--- src/rtl/sram_bus_ctrl.sv ---
`default_nettype none
// ============================================================================
// Module  : sram_bus_ctrl
// Brief   : valid/ready request front-end for an async single-port SRAM with
//           fixed setup/hold and parameterised access phases.
// Revision: 1.0
// ============================================================================
module sram_bus_ctrl #(
  parameter int ADDR_WIDTH = 8,
  parameter int DATA_WIDTH = 8,
  parameter int RD_WAIT    = 3,
  parameter int WR_WAIT    = 2
) (
  input  logic                  clk_i,
  input  logic                  rst_ni,
  input  logic                  req_valid_i,
  output logic                  req_ready_o,
  input  logic                  req_we_i,
  input  logic [ADDR_WIDTH-1:0] req_addr_i,
  input  logic [DATA_WIDTH-1:0] req_wdata_i,
  output logic                  rsp_valid_o,
  input  logic                  rsp_ready_i,
  output logic [DATA_WIDTH-1:0] rsp_rdata_o,
  output logic                  sram_cs_o,
  output logic                  sram_we_o,
  output logic                  sram_oe_o,
  output logic [ADDR_WIDTH-1:0] sram_addr_o,
  output logic [DATA_WIDTH-1:0] sram_data_o,
  output logic                  sram_data_oe_o,
  input  logic [DATA_WIDTH-1:0] sram_data_i
);

  localparam int MAX_WAIT = (RD_WAIT > WR_WAIT) ? RD_WAIT : WR_WAIT;
  localparam int CNT_W    = $clog2(MAX_WAIT + 1);
  localparam logic [CNT_W-1:0] RD_CNT  = CNT_W'(RD_WAIT);
  localparam logic [CNT_W-1:0] WR_CNT  = CNT_W'(WR_WAIT);
  localparam logic [CNT_W-1:0] CNT_ONE = CNT_W'(1);

  generate
    if (RD_WAIT < 1 || WR_WAIT < 1) begin : g_bad_wait
      $fatal(1, "sram_bus_ctrl: RD_WAIT and WR_WAIT must both be >= 1");
    end
  endgenerate

  typedef enum logic [2:0] {
    S_IDLE   = 3'd0,
    S_SETUP  = 3'd1,
    S_ACCESS = 3'd2,
    S_HOLD   = 3'd3,
    S_RESP   = 3'd4
  } state_t;

  state_t                state_q, state_d;
  logic [CNT_W-1:0]      cnt_q, cnt_d;
  logic                  we_q, we_d;
  logic [ADDR_WIDTH-1:0] addr_q, addr_d;
  logic [DATA_WIDTH-1:0] wdata_q, wdata_d;
  logic [DATA_WIDTH-1:0] rdata_q, rdata_d;
  logic                  cs_q, cs_d;
  logic                  wen_q, wen_d;
  logic                  oe_q, oe_d;
  logic                  doe_q, doe_d;

  // Pin controls are computed for the state being entered so that every
  // sram_* output comes straight from a flop.
  always_comb begin
    state_d = state_q;
    cnt_d   = cnt_q;
    we_d    = we_q;
    addr_d  = addr_q;
    wdata_d = wdata_q;
    rdata_d = rdata_q;
    cs_d    = 1'b0;
    wen_d   = 1'b0;
    oe_d    = 1'b0;
    doe_d   = 1'b0;
    case (state_q)
      S_IDLE: begin
        if (req_valid_i) begin
          state_d = S_SETUP;
          we_d    = req_we_i;
          addr_d  = req_addr_i;
          wdata_d = req_wdata_i;
          doe_d   = req_we_i;
          rdata_d = '0;
        end
      end
      S_SETUP: begin
        state_d = S_ACCESS;
        cnt_d   = we_q ? WR_CNT : RD_CNT;
        cs_d    = 1'b1;
        wen_d   = we_q;
        oe_d    = ~we_q;
        doe_d   = we_q;
      end
      S_ACCESS: begin
        if (cnt_q == CNT_ONE) begin
          state_d = S_HOLD;
          cnt_d   = '0;
          doe_d   = we_q;
          if (!we_q) begin
            rdata_d = sram_data_i;
          end
        end else begin
          cnt_d = cnt_q - CNT_ONE;
          cs_d  = 1'b1;
          wen_d = we_q;
          oe_d  = ~we_q;
          doe_d = we_q;
        end
      end
      S_HOLD: begin
        state_d = S_RESP;
      end
      S_RESP: begin
        if (rsp_ready_i) begin
          state_d = S_IDLE;
        end
      end
      default: begin
        state_d = S_IDLE;
      end
    endcase
  end

  always_ff @(posedge clk_i or negedge rst_ni) begin
    if (!rst_ni) begin
      state_q <= S_IDLE;
      cnt_q   <= '0;
      we_q    <= 1'b0;
      addr_q  <= '0;
      wdata_q <= '0;
      rdata_q <= '0;
      cs_q    <= 1'b0;
      wen_q   <= 1'b0;
      oe_q    <= 1'b0;
      doe_q   <= 1'b0;
    end else begin
      state_q <= state_d;
      cnt_q   <= cnt_d;
      we_q    <= we_d;
      addr_q  <= addr_d;
      wdata_q <= wdata_d;
      rdata_q <= rdata_d;
      cs_q    <= cs_d;
      wen_q   <= wen_d;
      oe_q    <= oe_d;
      doe_q   <= doe_d;
    end
  end

  assign req_ready_o    = (state_q == S_IDLE);
  assign rsp_valid_o    = (state_q == S_RESP);
  assign rsp_rdata_o    = rdata_q;
  assign sram_cs_o      = cs_q;
  assign sram_we_o      = wen_q;
  assign sram_oe_o      = oe_q;
  assign sram_addr_o    = addr_q;
  assign sram_data_o    = wdata_q;
  assign sram_data_oe_o = doe_q;

endmodule
`default_nettype wire

--- config.mk ---
export PLATFORM = sky130hd
export DESIGN_NAME = sram_bus_ctrl
export DESIGN_NICKNAME = d
export VERILOG_FILES = /design/src/rtl/sram_bus_ctrl.sv
export SDC_FILE = /design/constraint.sdc
export NUM_CORES = 1
export LEC_CHECK = 0
export CAP_MARGIN = 30
export CORE_MARGIN = 10
export CORE_UTILIZATION = 43
export DETAILED_ROUTE_END_ITERATION = 12
export PLACE_DENSITY = 0.84
export SETUP_SLACK_MARGIN = 0.3
export SYNTH_ARGS = -nofsm -noshare
export SYNTH_HDL_FRONTEND = slang
export SYNTH_SLANG_ARGS = --single-unit
--- constraint.sdc ---
create_clock -name clk_i -period 2 [get_ports clk_i]
set_clock_uncertainty 0.05 [all_clocks]
set_input_delay 0.4 -clock clk_i [delete_from_list [all_inputs] [get_ports clk_i]]
set_output_delay 0.4 -clock clk_i [all_outputs]
set_load 0.01 [all_outputs]
### Word-level counts from Yosys, hierarchy flattened

Index checks and enable logic that the tools add are counted.

| storage, ports and cells | value |
|---|---|
| bits in registers | 34 |
| latch bits | 0 |
| bits in writable memories | 0 |
| bits in read-only memories | 0 |
| output and inout port bits | 30 |
| logic and storage cells | 47 |
| memories | 0 |

| cells by class | value |
|---|---|
| add/subtract/negate cells | 1 |
| multipliers | 0 |
| div/mod/pow operators | 0 |
| order comparisons | 0 |
| equal/unequal tests | 9 |
| shift operators | 0 |
| mux-type cells | 19 |
| bitwise logic cells | 1 |
| reduce and logical (&&, ||, !) cells | 7 |

Operators with widths:

| cell | number |
|---|---|
| 8-bit two-way mux | 3 |
| 8-bit one-hot mux with 2 select lines | 1 |
| 3-bit one-hot mux with 5 select lines | 1 |
| 3-bit two-way mux | 3 |
| 1-bit one-hot mux with 2 select lines | 4 |
| 3-bit by 2-bit equality test with 1-bit output (second input constant) | 2 |
| 2-bit inequality test (second input constant) | 3 |
| 1-bit two-way mux | 5 |
| 2-bit one-hot mux with 2 select lines | 1 |
| 4-bit AND reduction | 1 |
| 2-bit nonzero test | 2 |
| 3-bit by 1-bit equality test with 1-bit output (second input constant) | 1 |
| 3-bit equality test (second input constant) | 1 |
| 3-bit zero test | 1 |
| 3-bit AND reduction | 1 |
| 2-bit by 1-bit equality test with 1-bit output (second input constant) | 1 |
| 2-bit two-way mux | 1 |
| 2-bit by 1-bit inequality test with 1-bit output (second input constant) | 1 |
| 2-bit AND reduction | 1 |
| 2-bit OR reduction | 1 |
| 2-bit by 1-bit subtractor with 2-bit output (second input constant) | 1 |
| 1-bit inverter | 1 |

### Longest topological paths before layout

Gate-level depths: netlist of the first run.

| logic depth | value |
|---|---|
| depth in word-level cells | 3 |
| depth in mapped cells | 6 |

### Worst setup path after synthesis of the first run

OpenSTA, ideal clock, no wires.

| timing | value |
|---|---|
| path type | flip-flop to flip-flop |
| start | reg state_q[0] |
| end | reg addr_q[3], in the netlist sram_addr_o[3] |
| arrival time | 1.434 ns |
| data required time | 1.825 ns |
| path slack | 0.391 ns |
| cell stages (with the launch flop) | 7 |
| buffers on the path | 3 |
| clock period less this slack | 1.609 ns |
| cells stage by stage | dfrtp_1 buf_6 nor3_4 and2_1 buf_6 buf_12 mux2_4 |

| between the ends | value |
|---|---|
| cells in the longest elaborated chain, start to end | 2 |

RTL lines:

| what | RTL line | source |
|---|---|---|
| start: declaration | 53 | `state_t state_q, state_d;` |
| start signal: assignment | 139 | `state_q <= state_d;` |
| 3-bit zero test | -- |  |
| named net req_ready_o | 17 | `output logic req_ready_o,` |
| 2-bit AND reduction (no line) | -- |  |
| end signal: assignment | 142 | `addr_q <= addr_d;` |
| end: declaration | 56 | `logic [ADDR_WIDTH-1:0] addr_q, addr_d;` |

The timed path passes the listed nets, and every way through them passes these cells.
A chain may end at the register's enable or synchronous reset.

### Final worst setup path of the first run

| timing | value |
|---|---|
| start | reg cs_q, in the netlist sram_cs_o |
| end | out sram_cs_o |

RTL lines:

| what | RTL line | source |
|---|---|---|
| start: declaration | 59 | `logic cs_q, cs_d;` |
| start signal: assignment | 145 | `cs_q <= cs_d;` |
| end: declaration | 24 | `output logic sram_cs_o,` |

No word-level cell between the ends.

==> impl_metrics.yaml, run 1 <==
critical_path:
  worstSetupEndpointType: "output port"
  required_ns: 1.55
  critPathMaxFanout: 1
  crit_slowest_cell: "clkdlybuf4s50_1"
  reg2reg_depth: 4
  max_stage_delay_ns: 0.53
  arrival_ns: 1.20
  cp-start-kind: "flop"
  critPathKind: "reg2out"
  r2r-start: "state_q[1]"
  path_cells: "clkdlybuf4s50_1"
  worst-path-buf-inv: 1
  r2r_end: "cnt_q[0]"
  path_delay_family: "buffers and inverters"
  r2r_setup_slack_ns: 0.37
power:
  ir_worst_vdd_mv: 0.595
  cellLeakagePower_nw: 1.12
  p_int_mw: 2.12
  pwr-share-comb_pct: 51.9
  power_density_nw_per_um2: 1440
  p_sw_share_pct: 33.8
  power_mw: 3.20
  power_switching_mw: 1.08
  p_seq_share_pct: 35.9
  power_frac_clock_pct: 12.1
clocking:
  h-tree-depth: 2
  clkLatencyLatePin_ns: 0.33
  path_clk_slew_ns: 0.10
  cts_tree: "yes"
  cts_made_buffers: 5
  ctsHoldBuffers: 0
  cts_sinks: 34
  ctsRootBufferMaster: "clkbuf_4"
  clockBufferDepth: 2
die:
  ios: 59
  die_area_um2: 6330
  coreArea_um2: 3390
  start_util_pct: 45.0
  row_count: 21
  die_w_um: 79.6
  die_height_um: 79.6
synth:
  syn_inst: 107
  yosysWarnings: 0
  synthFlopType: "dfrtp_1"
  yosysTopAreaCellShare_pct: 55.8
  ys_seq_elements: 34
  synthArstFlopShare_pct: 100
  synthTopCellsByArea: "dfrtp_1, mux2_4, mux2i_1, mux2_2, inv_1"
  synth_most_common_cell: "dfrtp_1"
  synth.net_count: 137
  synth-edff-count: 0
  synth_top_area_cell: "dfrtp_1"
  synthTopCellsByCount: "dfrtp_1, inv_1, mux2_4, nand2_1, mux2i_1"
  synth_cell_types: 28
  syn_area_um2: 1530
  ys_seq_area_share_pct: 55.8
  postSynthAreaPerCell_um2: 14.3
global_route:
  grt_pass1_wl_um: 5650
  overflow: 0
  grt_pass1_vias: 1112
  antenna_found_initial: 0
  grt_max_degree: 35
  grt_use_total_pct: 11.6
timing:
  slew_headroom_pct: 71.7
  setup_violations: 0
  period_needed_ns: 1.65
  drv_slew: 0
  fin_crit_sh_pct: 82.4
  worst-slew-pin-transition_ns: 0.424
  hold_viol_final: 0
  max_freq_mhz: 607
  rsz0062_at_grt: "false"
  setup_tns_ns: 0
placement:
  dp_cells: 213
  dp_hpwl_um: 2640
  numPortBuffers: 58
  globalplace.congestion: 0.745
final_layout:
  seq_area_um2: 851
  multi_input_area_um2: 577
  layout.cells.non_filler: 222
  diodes: 0
  num-nets-final: 205
  nFillCells: 253
  syn2layout_area_growth_pct: 46.2
  layout-drive-gt1-share_pct: 24.4
hold_path:
  worst_hold_path_type: "in2async"
routing:
  dr_total_vias: 1032
  totalWireLength_um: 3440
  drt_iter0_drc: 78
  ant_nets: 0
  routedWlPerCell_um: 15.5
  viasPerCell: 4.65
  drc: 0
  drtPass1Iterations: 4
job:
  maxCapViolations: 0
outcome:
  status: "finished, final reports clean"
## layout by cell type, fill, tap and decap left out, types with 2 or more instances in the layout
cell             synthesis  final
dfrtp_1                 34     34
clkdlybuf4s50_1          0     32
dlygate4sd2_1            0     16
inv_1                   11     11
mux2_4                  10     10
nand2_1                 10     10
mux2i_1                  9      9
mux2_2                   8      8
dlymetal6s2s_1           0      8
buf_4                    1      7
clkbuf_4                 0      5
and2_1                   2      2
## sequential cells by signal (all words and copies together) (netlist names)
signal,flops
we_q,1
sram_we_o,1
sram_addr_o,8
rsp_rdata_o,8
sram_cs_o,1
sram_data_o,8
sram_data_oe_o,1
cnt_q,2
sram_oe_o,1
state_q,3
## worst max-delay path by stage
| stage | start | to | slack [ns] | cells past startpoint |
|---|---|---|---|---|
| 2_1_floorplan | state_q[0] | sram_addr_o[3] | 0.39 | 6 |
| 3_3_place_gp | req_valid_i | sram_data_o[4] | 0.19 | 4 |
| 3_5_place_dp | req_valid_i | sram_data_o[5] | 0.15 | 4 |
| 4_1_cts | state_q[0] | rsp_valid_o | 0.26 | 2 |
| 5_1_grt | state_q[2] | req_ready_o | 0.30 | 3 |
| 6_report | sram_cs_o | sram_cs_o | 0.35 | 1 |
## routing by layer
metal	GRT usage [%]	vias up	share of wire (%)
li1	-	489	-
met1	13.3	503	39
met2	17.8	35	50
met3	4.39	5	7.8
met4	6.99	0	2.3
met5	0	-	0
## timing repair
item	in CTS	in global routing
setup endpoints to repair	18	10
resized for setup	23	9
buffers inserted	0	1
## layout make-up
cell class / count / area share [%]
clock inverters: 1 / 0.224
well taps: 46 / 2.58
inverters: 11 / 1.85
clock buffers: 7 / 2.47
multi-input cells: 57 / 25.9
flip-flops and latches: 34 / 38.2
repair buffers: 66 / 28.8
## power groups by stage
stage / combinational [mW] / clock (mW) / sequential (mW)
final: 1.66 / 0.389 / 1.15
after global routing: 1.80 / 0.441 / 1.19
after CTS: 1.71 / 0.405 / 1.16
after detailed placement: 1.81 / 0 / 1.17
after global placement: 1.76 / 0 / 1.15
after floorplan: 0.983 / 0 / 1.24
## logic make-up (layout without fill, tap and decap cells)
group | Yosys count | after routing | share of synthesized area (%)
flops | 34 | 34 | 55.8
mux | 27 | 27 | 21.7
simple gates | 22 | 22 | 10.6
buf+inv | 16 | 85 | 6.73
compound gates | 7 | 7 | 4.43
fa+ha+maj | 1 | 1 | 0.820
## per-stage QoR
step | hold slack (ns) | instance area, um2 | worst slack, ns | utilization (%)
floorplan | 0.0544 | 1530 | 0.391 | -
global placement | 0.395 | 2170 | 0.189 | 63.9
CTS | 0.425 | 2210 | 0.260 | 65.1
finish | 0.416 | 2230 | 0.352 | 65.8
detailed placement | 0.414 | 2170 | 0.153 | 63.9
global route | 0.444 | 2230 | 0.296 | 65.8
No activity file was read; power rests on OpenSTA's default activity.
==> run 2, diff against run 1 <==
--- a/config.mk
+++ b/config.mk
@@ -7,9 +7,9 @@
 export LEC_CHECK = 0
 export CAP_MARGIN = 30
 export CORE_MARGIN = 10
-export CORE_UTILIZATION = 43
+export CORE_UTILIZATION = 39
 export DETAILED_ROUTE_END_ITERATION = 12
-export PLACE_DENSITY = 0.84
+export PLACE_DENSITY = 0.8
 export SETUP_SLACK_MARGIN = 0.3
 export SYNTH_ARGS = -nofsm -noshare
 export SYNTH_HDL_FRONTEND = slang
==> constraint.sdc (replaced) <==
create_clock -name clk_i -period 1.4 [get_ports clk_i]
set_clock_uncertainty 0.05 [all_clocks]
set_input_delay 0.28 -clock clk_i [delete_from_list [all_inputs] [get_ports clk_i]]
set_output_delay 0.28 -clock clk_i [all_outputs]
set_load 0.01 [all_outputs]
==> run 2 against run 1 <==
Compared with the run above:
- first-iteration DRC count fell by 14%
- largest cell class unchanged
- critical path depth rose by 4
- combinational power rose by 110%
- clock power rose by 71%
- total power rose by 82%
- the flow now finishes with violations (setup timing)
- register-to-register slack got worse by 0.55 ns
- cell area rose by 14%
==> impl_metrics.yaml, run 2 (synthesis results as in run 1) <==
outcome:
  status: "finished with violations"
  violations: "setup timing"
timing:
  period_needed_ns: 1.58
  slew_headroom_pct: 85.9
  rsz0062_at_grt: "true"
  drv_slew: 0
  setup_ws_ns: -0.184
  setup_violations: 33
  max_freq_mhz: 631
  worst-slew-pin-transition_ns: 0.211
  fin_crit_sh_pct: 113
  setup_tns_ns: -3.70
  hold_viol_final: 0
die:
  die_height_um: 82.5
  row_count: 22
  coreArea_um2: 3720
  ios: 59
  die_area_um2: 6810
  die_w_um: 82.5
  start_util_pct: 41.0
final_layout:
  final_common_cell: "dfrtp_1"
  layout-drive-gt1-share_pct: 52.5
  layout.cells.non_filler: 250
  final_cell_mix: "dfrtp_1, clkdlybuf4s50_1, buf_4"
  syn2layout_area_growth_pct: 66.0
  post-route-cell-area_um2: 2530
  num-nets-final: 232
  nFillCells: 270
  diodes: 0
critical_path:
  critPathMaxFanout: 9
  arrival_ns: 1.70
  critPathKind: "reg2reg"
  cp-start-kind: "flop"
  required_ns: 1.52
  worstSetupEndpointType: "flop"
  r2r_setup_slack_ns: -0.18
  r2r-start: "state_q[2]"
  r2r_end: "sram_data_o[6]"
  reg2reg_depth: 5
power:
  p_int_mw: 3.88
  power_mw: 5.82
  pwr-share-comb_pct: 59.5
  power_frac_clock_pct: 11.4
  p_sw_share_pct: 33.4
  p_seq_share_pct: 29.1
  power_density_nw_per_um2: 2300
  cellLeakagePower_nw: 1.22
  ir_worst_vdd_mv: 1.11
  power_switching_mw: 1.94
routing:
  viasPerCell: 4.66
  drtPass1Iterations: 2
  ant_nets: 0
  routedWlPerCell_um: 17.7
  totalWireLength_um: 4430
  drc: 0
  dr_total_vias: 1164
  drt_iter0_drc: 67
clocking:
  cts_tree: "yes"
  h-tree-depth: 2
  clkLatencyLatePin_ns: 0.28
  cts_made_buffers: 5
  cts_sinks: 34
  ctsRootBufferMaster: "clkbuf_8"
  clockBufferDepth: 2
  ctsHoldBuffers: 0
  path_clk_slew_ns: 0.06
global_route:
  grt_use_total_pct: 12.6
  grt_max_degree: 35
  overflow: 0
  grt_pass1_vias: 1200
  antenna_found_initial: 0
  grt_pass1_wl_um: 6310
placement:
  numPortBuffers: 58
  dp_cells: 222
  globalplace.congestion: 0.766
  dpl_cell_area_um2: 2260
  dp_hpwl_um: 2990
job:
  maxCapViolations: 0
hold_path:
  worst_hold_path_type: "in2async"
run 2: cell count changes in the layout (fill, tap and decap cells not counted), moves of 4 or more:
| cell | before | now |
|---|---|---|
| buf_4 | 7 | 26 |
| buf_6 | 0 | 18 |
| buf_2 | 1 | 17 |
| dlygate4sd2_1 | 16 | 0 |
| dlymetal6s2s_1 | 8 | 0 |
| mux2_2 | 8 | 2 |
| mux2_4 | 10 | 16 |
| clkbuf_4 | 5 | 0 |
| clkbuf_8 | 1 | 5 |
| clkdlybuf4s50_1 | 32 | 28 |
run 2: final cells by class:
type                    count  area (um2)  area share, %
well taps                  48        60.1           2.37
clock buffers               7        76.3           3.02
inverters                  11        41.3           1.63
repair buffers             93         851           33.6
multi-input cells          57         651           25.7
flip-flops and latches     34         852           33.7
run 2: routing by layer:
metal	track usage (%)	routed length, um	vias to the layer above
li1	-	-	540
met1	12.0	1520	593
met2	24.3	2600	25
met3	4.64	240	6
met4	4.01	66	0
met5	0	0	-
run 2: worst max-delay path: stages (launching register included):
cell,delay [ns]
dfrtp_1,0.40
buf_6,0.13
nor3_4,0.18
and2_4,0.22
buf_12,0.15
mux2_2,0.34
run 2: timing repair:
item                                   4_1_cts  5_1_grt
gates resized for setup                    139       16
endpoints found under the hold margin        0        0
pin swaps                                    8        4
cloned                                       1        0
setup endpoints to repair                   63       62
buffers inserted                            13        7
run 2: worst max-delay path by stage:
stage	startpoint	end	slack [ns]	cells after the start
6_report	state_q[2]	sram_data_o[6]	-0.18	5
2_1_floorplan	state_q[1]	sram_addr_o[3]	-0.20	6
5_1_grt	state_q[2]	sram_data_o[6]	-0.21	5
3_5_place_dp	req_valid_i	sram_addr_o[7]	-0.31	4
3_3_place_gp	req_valid_i	sram_addr_o[1]	-0.27	4
4_1_cts	state_q[2]	sram_addr_o[1]	-0.15	5
run 2: metrics by stage:
step	setup slack (ns)	util, %	hold WS [ns]
after floorplan	-0.204	-	-0.0656
after global placement	-0.270	60.9	0.404
after detailed placement	-0.309	60.9	0.408
after CTS	-0.147	64.5	0.320
after global routing	-0.214	68.1	0.323
final	-0.184	68.1	0.314
run 2: power groups by stage:
stage               sequential, mW  combinational, mW  clock [mW]
floorplan                     1.78               1.44           0
global placement              1.64               2.78           0
detailed placement            1.68               2.86           0
CTS                           1.66               3.12       0.673
global route                  1.74               3.66       0.732
finish                        1.69               3.46       0.667
==> run 3, diff against run 2 <==
--- a/config.mk
+++ b/config.mk
@@ -7,9 +7,10 @@
 export LEC_CHECK = 0
 export CAP_MARGIN = 30
 export CORE_MARGIN = 10
-export CORE_UTILIZATION = 39
+export CORE_UTILIZATION = 55
 export DETAILED_ROUTE_END_ITERATION = 12
-export PLACE_DENSITY = 0.8
+export DONT_BUFFER_PORTS = 1
+export PLACE_DENSITY = 0.78
 export SETUP_SLACK_MARGIN = 0.3
 export SYNTH_ARGS = -nofsm -noshare
 export SYNTH_HDL_FRONTEND = slang
==> run 3 against run 2 <==
Compared with the run above:
- the flow still finishes with violations (setup timing)
- die area shrank 22%
- non-clock buffer count shrank 68
- count of clock-buffer cells in the layout shrank 2
- core utilization grew 1.6 points
- clock power shrank 28%
- setup slack lost 0.022 ns
- total power shrank 18%
- sequential share of layout area grew 11 points
- first-iteration DRC count shrank 64%
- critical path type is now reg2out
- critical endpoint is now rsp_valid_o
- largest power group unchanged
- highest routed layer unchanged
==> impl_metrics.yaml, run 3 (synthesis results as in run 1) <==
final_layout:
  syn2layout_area_growth_pct: 23.8
  num-nets-final: 164
  final_common_cell: "dfrtp_1"
  final_cell_mix: "dfrtp_1, mux2_4, buf_4"
  diodes: 0
  layout-drive-gt1-share_pct: 49.3
die:
  die_w_um: 72.7
  die_height_um: 72.7
  ios: 59
  row_count: 19
  die_area_um2: 5280
  start_util_pct: 56.3
  coreArea_um2: 2710
clocking:
  clockBufferDepth: 2
  cts_sinks: 34
  h-tree-depth: 2
  cts_tree: "yes"
  path_clk_slew_ns: 0.09
  clkLatencyLatePin_ns: 0.32
  ctsRootBufferMaster: "clkbuf_4"
  cts_made_buffers: 5
routing:
  routedWlPerCell_um: 20.9
  viasPerCell: 5.39
  drt_iter0_drc: 24
  dr_total_vias: 889
  totalWireLength_um: 3440
  drtPass1Iterations: 2
  ant_nets: 0
  drc: 0
timing:
  period_needed_ns: 1.61
  max_freq_mhz: 623
  setup_tns_ns: -4.10
  setup_violations: 33
  rsz0062_at_grt: "true"
  slew_headroom_pct: 85.7
  fin_crit_sh_pct: 115
  hold_viol_final: 0
  setup_ws_ns: -0.206
  holdWs_ns: 0.0353
  worst-slew-pin-transition_ns: 0.213
  drv_slew: 0
hold_path:
  worst_hold_path_type: "in2reg"
outcome:
  status: "finished with violations"
  violations: "setup timing"
power:
  power_mw: 4.75
  ir_worst_vdd_mv: 1.65
  power_density_nw_per_um2: 2520
  cellLeakagePower_nw: 0.898
global_route:
  antenna_found_initial: 0
  grtUsageMet1_pct: 11.8
  use_met2_pct: 24.4
  grt_max_degree: 35
  top_usage_layer: "met2"
  overflow: 0
  grt_pass1_wl_um: 5380
  grt_use_total_pct: 13.5
  grt_pass1_vias: 1016
  grt_use_met3_pct: 7.48
critical_path:
  cp-start-kind: "flop"
  r2r_setup_slack_ns: -0.18
  critPathKind: "reg2out"
  worstSetupEndpointType: "output port"
  arrival_ns: 1.28
  required_ns: 1.07
  critPathMaxFanout: 9
job:
  maxCapViolations: 0
placement:
  globalplace.congestion: 0.735
  numPortBuffers: 0
  dp_hpwl_um: 2450
==> run 3: area by class of cell <==
cell class	count	area, um2
Inverter	11	41.3
Clock buffer	5	37.5
Tap cell	31	38.8
Clock inverter	2	10.0
Sequential cell	34	852
Multi-Input combinational cell	57	648
Timing Repair Buffer	25	260
Fill cell	186	822
==> run 3: final timing paths <==
| kind | from | endpoint | cells after the start |
|---|---|---|---|
| worst max-delay path | state_q[1] | rsp_valid_o | 3 |
| worst min-delay path | sram_data_i[1] | rsp_rdata_o[1] | 2 |
| worst max register to register | state_q[1] | sram_data_o[7] | 5 |
| worst min register to register | rsp_rdata_o[1] | rsp_rdata_o[1] | 2 |
| max in group asynchronous | rst_ni | state_q[0] | 2 |
| min in group asynchronous | rst_ni | sram_data_o[1] | 2 |
==> run 3: power by group <==
part           internal (mW)  leakage [nW]  switching, mW
Combinational           1.48         0.448          0.910
Sequential              1.41         0.419          0.479
Clock                  0.180        0.0308          0.297
==> run 3: what timing repair did <==
item,in CTS,in global routing
endpoints found under the setup margin,48,64
buffers inserted,8,0
resized for setup,27,2
hold endpoints to repair,34,34
gates cloned,1,0
pin swaps,6,4
==> run 3: layer usage <==
metal | up-vias | routed length [um]
met1 | 447 | 1160
met5 | - | 0
li1 | 405 | -
met3 | 6 | 288
met4 | 0 | 63
met2 | 31 | 1930
==> run 3: metrics by stage <==
step,std cells,cell area [um2],setup WS (ns),utilization [%]
floorplan,107,1540,-0.204,-
global placement,147,1640,-0.0766,60.4
detailed placement,147,1640,-0.118,60.4
CTS,163,1850,-0.180,68.3
global route,165,1890,-0.250,69.7
finish,165,1890,-0.206,69.7
==> run 3: critical path, cell delays in order, from the launching register on <==
cell	delay, ns
dfrtp_1	0.39
buf_4	0.18
nor3b_4	0.24
buf_6	0.14
